## config.mk

```make
export PLATFORM = sky130hd
export DESIGN_NAME = alu_issue_ctrl
export DESIGN_NICKNAME = d
export VERILOG_FILES = /design/src/rtl/cpu_pkg.sv /design/src/rtl/shift_add_multiplier.sv /design/src/rtl/alu_issue_ctrl.sv
export SDC_FILE = /design/constraint.sdc
export NUM_CORES = 1
export LEC_CHECK = 0
export BUFFER_PORTS_ARGS = -buffer_cell sky130_fd_sc_hd__buf_2
export CAP_MARGIN = 20
export CORE_MARGIN = 1
export CORE_UTILIZATION = 49
export DETAILED_ROUTE_END_ITERATION = 16
export HOLD_SLACK_MARGIN = 0.03
export PLACE_DENSITY = 0.76
export SLEW_MARGIN = 20
export SYNTH_ARGS = -nofsm -noshare
export SYNTH_HDL_FRONTEND = slang
export SYNTH_SLANG_ARGS = --single-unit
```

## constraint.sdc

```tcl
create_clock -name i_clk -period 2.9 [get_ports i_clk]
set_input_delay 0.29 -clock i_clk [delete_from_list [all_inputs] [get_ports i_clk]]
set_output_delay 0.29 -clock i_clk [all_outputs]
set_load 0.02 [all_outputs]
```

## src/rtl/cpu_pkg.sv

```systemverilog
// Shared opcode constants, issue-FSM state encoding and default datapath width
// for the ALU issue/capture stage.
package cpu_pkg;

   localparam int unsigned DEFAULT_WIDTH = 32;

   localparam logic [2:0] OP_ADD = 3'd0;
   localparam logic [2:0] OP_SUB = 3'd1;
   localparam logic [2:0] OP_AND = 3'd2;
   localparam logic [2:0] OP_OR  = 3'd3;
   localparam logic [2:0] OP_XOR = 3'd4;
   localparam logic [2:0] OP_SLT = 3'd5;
   localparam logic [2:0] OP_NOR = 3'd6;
   localparam logic [2:0] OP_MUL = 3'd7;

   typedef enum logic [1:0] {
      StIdle = 2'd0,
      StMul  = 2'd1,
      StExec = 2'd2,
      StResp = 2'd3
   } issue_state_e;

endpackage

```

## src/rtl/shift_add_multiplier.sv

```systemverilog
// Iterative unsigned shift-add multiplier: one partial product per cycle for WIDTH cycles,
// product truncated to WIDTH bits and held until the next start.
module shift_add_multiplier
   import cpu_pkg::*;
#(
   parameter int unsigned WIDTH = DEFAULT_WIDTH
) (
   input  logic             i_clk,
   input  logic             i_reset_n,
   input  logic             i_start,
   input  logic [WIDTH-1:0] i_a,
   input  logic [WIDTH-1:0] i_b,
   output logic             o_done,
   output logic [WIDTH-1:0] o_product
);

   localparam int unsigned CNT_W = (WIDTH > 1) ? $clog2(WIDTH) : 1;
   localparam logic [CNT_W-1:0] LAST_CNT = CNT_W'(WIDTH - 1);

   logic             r_busy;
   logic [CNT_W-1:0] r_cnt;
   logic [WIDTH-1:0] r_mcand;
   logic [WIDTH-1:0] r_mplier;
   logic [WIDTH-1:0] r_acc;

   logic             w_last;
   logic [WIDTH-1:0] w_addend;

   always_comb begin
      w_last   = r_busy & (r_cnt == LAST_CNT);
      w_addend = r_mplier[0] ? r_mcand : '0;
   end

   always_ff @(posedge i_clk or negedge i_reset_n) begin
      if (!i_reset_n) begin
         r_busy   <= 1'b0;
         r_cnt    <= '0;
         r_mcand  <= '0;
         r_mplier <= '0;
         r_acc    <= '0;
      end else if (i_start) begin
         r_busy   <= 1'b1;
         r_cnt    <= '0;
         r_mcand  <= i_a;
         r_mplier <= i_b;
         r_acc    <= '0;
      end else if (r_busy) begin
         // Accumulator wraps naturally, giving the product modulo 2^WIDTH.
         r_acc    <= r_acc + w_addend;
         r_mcand  <= r_mcand << 1;
         r_mplier <= r_mplier >> 1;
         if (w_last) begin
            r_busy <= 1'b0;
            r_cnt  <= '0;
         end else begin
            r_cnt <= r_cnt + CNT_W'(1);
         end
      end
   end

   assign o_done    = w_last;
   assign o_product = r_acc;

endmodule

```

## src/rtl/alu_issue_ctrl.sv

```systemverilog
// Issue/capture stage for the ALU result mux bank: accepts one op, drives the mux select,
// runs the multiplier for MUL, captures the mux output and presents it on a response port.
module alu_issue_ctrl
   import cpu_pkg::*;
#(
   parameter int unsigned WIDTH = DEFAULT_WIDTH
) (
   input  logic             i_clk,
   input  logic             i_reset_n,
   input  logic             i_req_valid,
   output logic             o_req_ready,
   input  logic [2:0]       i_req_op,
   input  logic [WIDTH-1:0] i_req_a,
   input  logic [WIDTH-1:0] i_req_b,
   output logic [WIDTH-1:0] o_op_a,
   output logic [WIDTH-1:0] o_op_b,
   output logic [2:0]       o_sel,
   output logic [WIDTH-1:0] o_mul_product,
   input  logic [WIDTH-1:0] i_mux_result,
   output logic             o_rsp_valid,
   input  logic             i_rsp_ready,
   output logic [WIDTH-1:0] o_rsp_data,
   output logic             o_rsp_zero
);

   issue_state_e r_state;
   issue_state_e w_state_d;

   logic [WIDTH-1:0] r_op_a;
   logic [WIDTH-1:0] r_op_b;
   logic [2:0]       r_sel;
   logic [WIDTH-1:0] r_rsp_data;
   logic             r_rsp_zero;

   logic w_req_hs;
   logic w_mul_start;
   logic w_mul_done;
   logic w_capture;

   always_comb begin
      w_state_d   = r_state;
      o_req_ready = 1'b0;
      o_rsp_valid = 1'b0;
      w_capture   = 1'b0;
      unique case (r_state)
         StIdle: begin
            o_req_ready = 1'b1;
            if (i_req_valid) begin
               w_state_d = (i_req_op == OP_MUL) ? StMul : StExec;
            end
         end
         StMul: begin
            if (w_mul_done) begin
               w_state_d = StExec;
            end
         end
         StExec: begin
            w_capture = 1'b1;
            w_state_d = StResp;
         end
         StResp: begin
            o_rsp_valid = 1'b1;
            if (i_rsp_ready) begin
               w_state_d = StIdle;
            end
         end
         default: w_state_d = StIdle;
      endcase
   end

   assign w_req_hs    = i_req_valid & o_req_ready;
   assign w_mul_start = w_req_hs & (i_req_op == OP_MUL);

   always_ff @(posedge i_clk or negedge i_reset_n) begin
      if (!i_reset_n) begin
         r_state <= StIdle;
      end else begin
         r_state <= w_state_d;
      end
   end

   // Operands and select stay put until the next accepted request.
   always_ff @(posedge i_clk or negedge i_reset_n) begin
      if (!i_reset_n) begin
         r_op_a <= '0;
         r_op_b <= '0;
         r_sel  <= OP_ADD;
      end else if (w_req_hs) begin
         r_op_a <= i_req_a;
         r_op_b <= i_req_b;
         r_sel  <= i_req_op;
      end
   end

   always_ff @(posedge i_clk or negedge i_reset_n) begin
      if (!i_reset_n) begin
         r_rsp_data <= '0;
         r_rsp_zero <= 1'b1;
      end else if (w_capture) begin
         r_rsp_data <= i_mux_result;
         r_rsp_zero <= (i_mux_result == '0);
      end
   end

   shift_add_multiplier #(
      .WIDTH (WIDTH)
   ) u_mul (
      .i_clk     (i_clk),
      .i_reset_n (i_reset_n),
      .i_start   (w_mul_start),
      .i_a       (i_req_a),
      .i_b       (i_req_b),
      .o_done    (w_mul_done),
      .o_product (o_mul_product)
   );

   assign o_op_a     = r_op_a;
   assign o_op_b     = r_op_b;
   assign o_sel      = r_sel;
   assign o_rsp_data = r_rsp_data;
   assign o_rsp_zero = r_rsp_zero;

endmodule

```

Yosys cells after proc, flatten, opt, wreduce, memory -nomap -nowiden:

Index checks and enable logic that the tools add are counted.

* bits of input ports: 103
* flip-flop bits (word level): 204
* word-level logic and storage cells: 49

* $add $sub $neg: 2
* equal/unequal tests: 8
* multiplexer cells: 21
* reduce and logical (&&, ||, !) cells: 4
* bitwise gates (word level): 3

Operator list (number)
* $mux 32: 7
* $add 32x32->32: 1
* $logic_not 32->1: 1
* $mux 5: 3
* $mux 2: 4
* $pmux 2 s4: 1
* $mux 1: 6
* $add 5x1->5 const B: 1
* $eq 5x5->1 const B: 1
* $eq 2x2->1 const B: 2
* $ne 2x2->1 const B: 2
* $and 1x1->1: 3
* $eq 3x3->1 const B: 1
* $reduce_and 3->1: 1
* $eq 2x1->1 const B: 1
* $logic_not 2->1: 1
* $ne 2x1->1 const B: 1
* $reduce_bool 2->1: 1

Logic depth before layout (Yosys ltp):

* depth after elaboration: 5
* gate-level depth with buffers: 12

Cells and area by module:

Synthesis repeated with hierarchy kept, for this count alone.

* cell total of the unflattened synthesis: 913
* area, all modules: 10287.4 µm²

Modules (own cells, without submodules)
* shift_add_multiplier: cells an instance 669, times used 1, sequential area each 2552.4 µm², area an instance 6258.5 µm²
* alu_issue_ctrl: cells an instance 244, times used 1, sequential area each 2553.7 µm², area an instance 4028.9 µm²

Worst setup path after synthesis:

No wires, ideal clock.

* path kind: reg-to-reg
* start point: reg u_mul.r_mplier[0]
* end point: reg u_mul.r_acc[31], in the netlist u_mul.o_product[31]
* arrival: 2638 ps
* setup slack: 182 ps
* required time: 2821 ps
* cell stages (with the launch flop): 13
* buffers on the path: 2
* cell sequence: dfrtp_1 > clkbuf_1 > and2_1 > ha_1 > buf_6 > a21oi_4 > o21ai_2 > a2111oi_4 > o21ai_1 > a221o_1 > a21oi_2 > mux2i_1 > mux2i_1

* longest elaborated chain between the ends: 4

RTL lines
* start, declared: line shift_add_multiplier.sv:23 `logic [WIDTH-1:0] r_mplier;`
* start signal, assigned: line shift_add_multiplier.sv:45 `r_mplier <= i_b;`
* start signal, assigned: line shift_add_multiplier.sv:51 `r_mplier <= r_mplier >> 1;`
* $mux 32: line shift_add_multiplier.sv:31 `w_addend = r_mplier[0] ? r_mcand : '0;`
* $add 32x32->32: line shift_add_multiplier.sv:49 `r_acc <= r_acc + w_addend;`
* $mux 32: line shift_add_multiplier.sv:47 `end else if (r_busy) begin`
* $mux 32: line shift_add_multiplier.sv:41 `end else if (i_start) begin`
* end signal, assigned: line shift_add_multiplier.sv:49
* end, declared: line shift_add_multiplier.sv:24 `logic [WIDTH-1:0] r_acc;`

Every way passes these cells. The select of a mux whose other input is x is not followed.
A chain may end at the register's enable or synchronous reset.

Worst setup path after layout:

Same ends and word-level chain as after synthesis.

==> results_dict.tcl <==
set metrics [dict create \
    die_area_um2 21700 \
    hold-worst-slack_ns 0.0423 \
    worst-path-buf-inv 1 \
    grtUsageTotal 0.274 \
    period_share 0.959 \
    grt_pass1_wl_um 47200 \
    ir_worst_vdd_uv 795 \
    cts.path.max_buffers 3 \
    place.gp.congestion 0.901 \
    antenna_found_initial 0 \
    worstPathCellList "clkbuf_2, and2_1, ha_1, a21oi_1, o31a_1, o21a_1, a21oi_2, a221o_1, a21oi_2, mux2i_1, mux2i_1" \
    io_buffers 236 \
    n_fill_cell 1583 \
    p_switching_mw 7.26 \
    worstPathMaxFanout 6 \
    cts-root-buf "clkbuf_16" \
    netSwitchingFraction 0.420 \
    critPathSlowestCell "dfrtp_2" \
    vias 8826 \
    final_core_util 0.677 \
    end_kind "flop" \
    synth_flop_cell "dfrtp_1" \
    grt_pass1_vias 9108 \
    maxSlewViolCount 0 \
    routed_wire_length_per_instance_um 18.4 \
    clock_power_share 0.173 \
    core_area_um2 20500 \
    synth.area.top_cells "dfrtp_1 (49%), mux2_2 (11%), mux2i_1 (7.6%)" \
    status "complete, no violations" \
    relSlewSlack 0.377 \
    power_density_nw_per_um2 1250 \
    netlist_instances 968 \
    synth_edf_count 0 \
    fmax_ghz 0.360 \
    diodes 0 \
    cts_sinks 204 \
    drtIter0Drc 529 \
    rows 52 \
    synth_nets 1109 \
    arrival_ns 3.23 \
    clock_skew_ns 0.0189 \
    setup_viol 0 \
    initial_core_util 0.505 \
    hold_path.class "in -> reg" \
    synth.avg_cell_area_um2 10.7 \
    seq_area_um2 5110 \
    cp.required_ns 3.35 \
    fin_tns_setup_ns 0 \
    power_frac_seq 0.310 \
    ys_seq_area_frac 0.494 \
    drive_gt1_frac 0.340 \
    cts_tree "built" \
    ys_seq_elements 204 \
    numCtsBuffers 23 \
    dp_hpwl_um 19500 \
    die_height_um 147 \
    comb_power_share 0.518 \
    firstDrtPassIters 5 \
    synth_cell_type_count 54 \
    drc_errors 0 \
    cts.clk_slew.worst_paths_ns 0.06 \
    worstMarginPinSlew_ns 0.933 \
    synth_warnings 0 \
    synthArstFlopShare 1.00 \
    multiInputGateArea_um2 5040 \
    overflow 0 \
    finalNetCount 1462 \
    area_growth_syn_to_layout_pct 34.1 \
    die_width_um 147 \
    grt_max_degree 98 \
    min_period_ns 2.78 \
    critPathTopFamily "compound AO/OA/AOI/OAI gates" \
    synth_top_area_share 0.491 \
    hold_violations 0 \
    antenna_left 0 \
    p_int_mw 10.0 \
    critPathKind "reg -> reg" \
    viasPerCell 5.49 \
    drv_cap 0 \
    netlist_area_um2 10300 \
    wl_um 29500 \
    cp-start-kind "flop" \
    p_leak_nw 6.72 \
    h-tree-depth 1 \
    yosysTopAreaCell "dfrtp_1" \
    insertion_delay_ns 0.53 \
    pin_count 237 \
    max_stage_delay_ns 0.44 \
]
## cells by family (layout without fill, tap and decap cells)
group | after synthesis | count (layout) | synth area share
compound gates | 204 | 204 | 0.119
xor+xnor | 21 | 21 | 0.0178
fa+ha+maj | 38 | 38 | 0.0467
buf+inv | 69 | 438 | 0.0266
flops | 204 | 204 | 0.494
mux | 178 | 178 | 0.184
simple gates | 254 | 254 | 0.113
## sequential cells by signal, summed over array words and instances, names as in the netlist
| signal | cells |
|---|---|
| o_rsp_data | 32 |
| u_mul.o_product | 32 |
| o_rsp_zero | 1 |
| u_mul.r_cnt | 5 |
| u_mul.r_mplier | 32 |
| o_sel | 3 |
| u_mul.r_busy | 1 |
| o_op_a | 32 |
| u_mul.r_mcand | 32 |
| o_op_b | 32 |
| r_state | 2 |
## routing by layer
| layer | GRT usage | vias up | share of wire |
|---|---|---|---|
| li1 | - | 4147 | - |
| met1 | 0.336 | 4323 | 0.40 |
| met2 | 0.473 | 283 | 0.50 |
| met3 | 0.0559 | 73 | 0.062 |
| met4 | 0.106 | 0 | 0.035 |
| met5 | 0 | - | 0 |
## cell type report
class / instances / share of cell area
Clock buffer: 33 / 0.0478
Inverter: 15 / 0.00406
Tap cell: 270 / 0.0244
Clock inverter: 8 / 0.00803
Multi-Input combinational cell: 695 / 0.363
Sequential cell: 204 / 0.369
Timing Repair Buffer: 382 / 0.184
## synth_stat cells, types with 6 or more instances
cell type	number
dfrtp_1	203
nand2_1	112
mux2_2	99
o21ai_0	90
mux2i_1	79
nor2_1	47
a21oi_1	43
clkbuf_1	42
ha_1	37
and2_1	32
a21o_1	15
inv_1	15
nand3_1	13
nor3_1	13
xnor2_1	13
nor4_1	12
a211oi_1	8
nand4_1	8
o211ai_1	8
xor2_1	8
buf_2	7
o21ai_1	7
nand2b_1	6
## power groups by stage
| stage | registers (mW) | clock network [mW] | logic (mW) |
|---|---|---|---|
| floorplan | 6.16 | 0 | 4.90 |
| global placement | 5.26 | 0 | 8.46 |
| detailed placement | 5.31 | 0 | 8.61 |
| CTS | 5.29 | 3.02 | 8.74 |
| global route | 5.52 | 3.13 | 9.74 |
| finish | 5.36 | 2.98 | 8.95 |
## per-stage QoR
stage | area (um^2) | power (mW) | setup WS [ns] | std cells
floorplan | 10300 | 11.1 | 0.182 | 968
global placement | 12100 | 13.7 | 0.0755 | 1477
detailed placement | 12100 | 13.9 | 0.0221 | 1477
CTS | 13800 | 17.1 | 0.0160 | 1603
global route | 13900 | 18.4 | -0.00831 | 1607
finish | 13900 | 17.3 | 0.118 | 1607
## cells in the final DEF, fill, tap and decap left out, types with 5 or more instances in the layout
master,Yosys,layout
nor2_1,47,46
clkbuf_1,42,5
nand2b_1,6,6
a211oi_1,8,7
o21ai_1,7,7
a21o_1,15,15
dfrtp_1,203,201
nand4_1,8,8
dlygate4sd3_1,0,85
o211ai_1,8,8
clkbuf_16,0,23
and2_1,32,32
nor3_1,13,13
a21oi_2,2,5
ha_1,37,35
xnor2_1,13,13
inv_1,15,15
nand2_1,112,111
nor4_1,12,12
mux2i_1,79,79
a21oi_1,43,40
o21ai_0,90,87
mux2_2,99,99
clkbuf_8,0,6
buf_4,0,55
xor2_1,8,8
nand3_1,13,13
buf_2,7,235
## path summary, 6_finish.rpt
path / cells after the start / startpoint / endpoint / slack [ns]
setup / recovery: 11 / u_mul.r_mplier[0] / u_mul.o_product[31] / 0.12
hold / removal: 3 / i_req_a[20] / u_mul.r_mcand[20] / 0.04
setup reg to reg: 11 / u_mul.r_mplier[0] / u_mul.o_product[31] / 0.12
hold reg to reg: 1 / o_op_a[13] / o_op_a[13] / 0.50
max in group asynchronous: 3 / i_reset_n / o_rsp_zero / 1.58
min in group asynchronous: 2 / i_reset_n / o_op_b[29] / 0.40
## what timing repair did
item	in CTS	in global routing
hold buffers	85	0
buffers inserted	0	4
gates resized for setup	0	18
hold endpoints to repair	223	0
setup endpoints to repair	0	14
## worst reg2reg max path, stage by stage, from the launching register on
cell      delay (ns)
dfrtp_2         0.44
clkbuf_2        0.15
and2_1          0.19
ha_1            0.34
a21oi_1         0.24
o31a_1          0.19
o21a_1          0.15
a21oi_2         0.09
a221o_1         0.35
a21oi_2         0.16
mux2i_1         0.22
mux2i_1         0.20
Power figures use the tool's default switching activity.
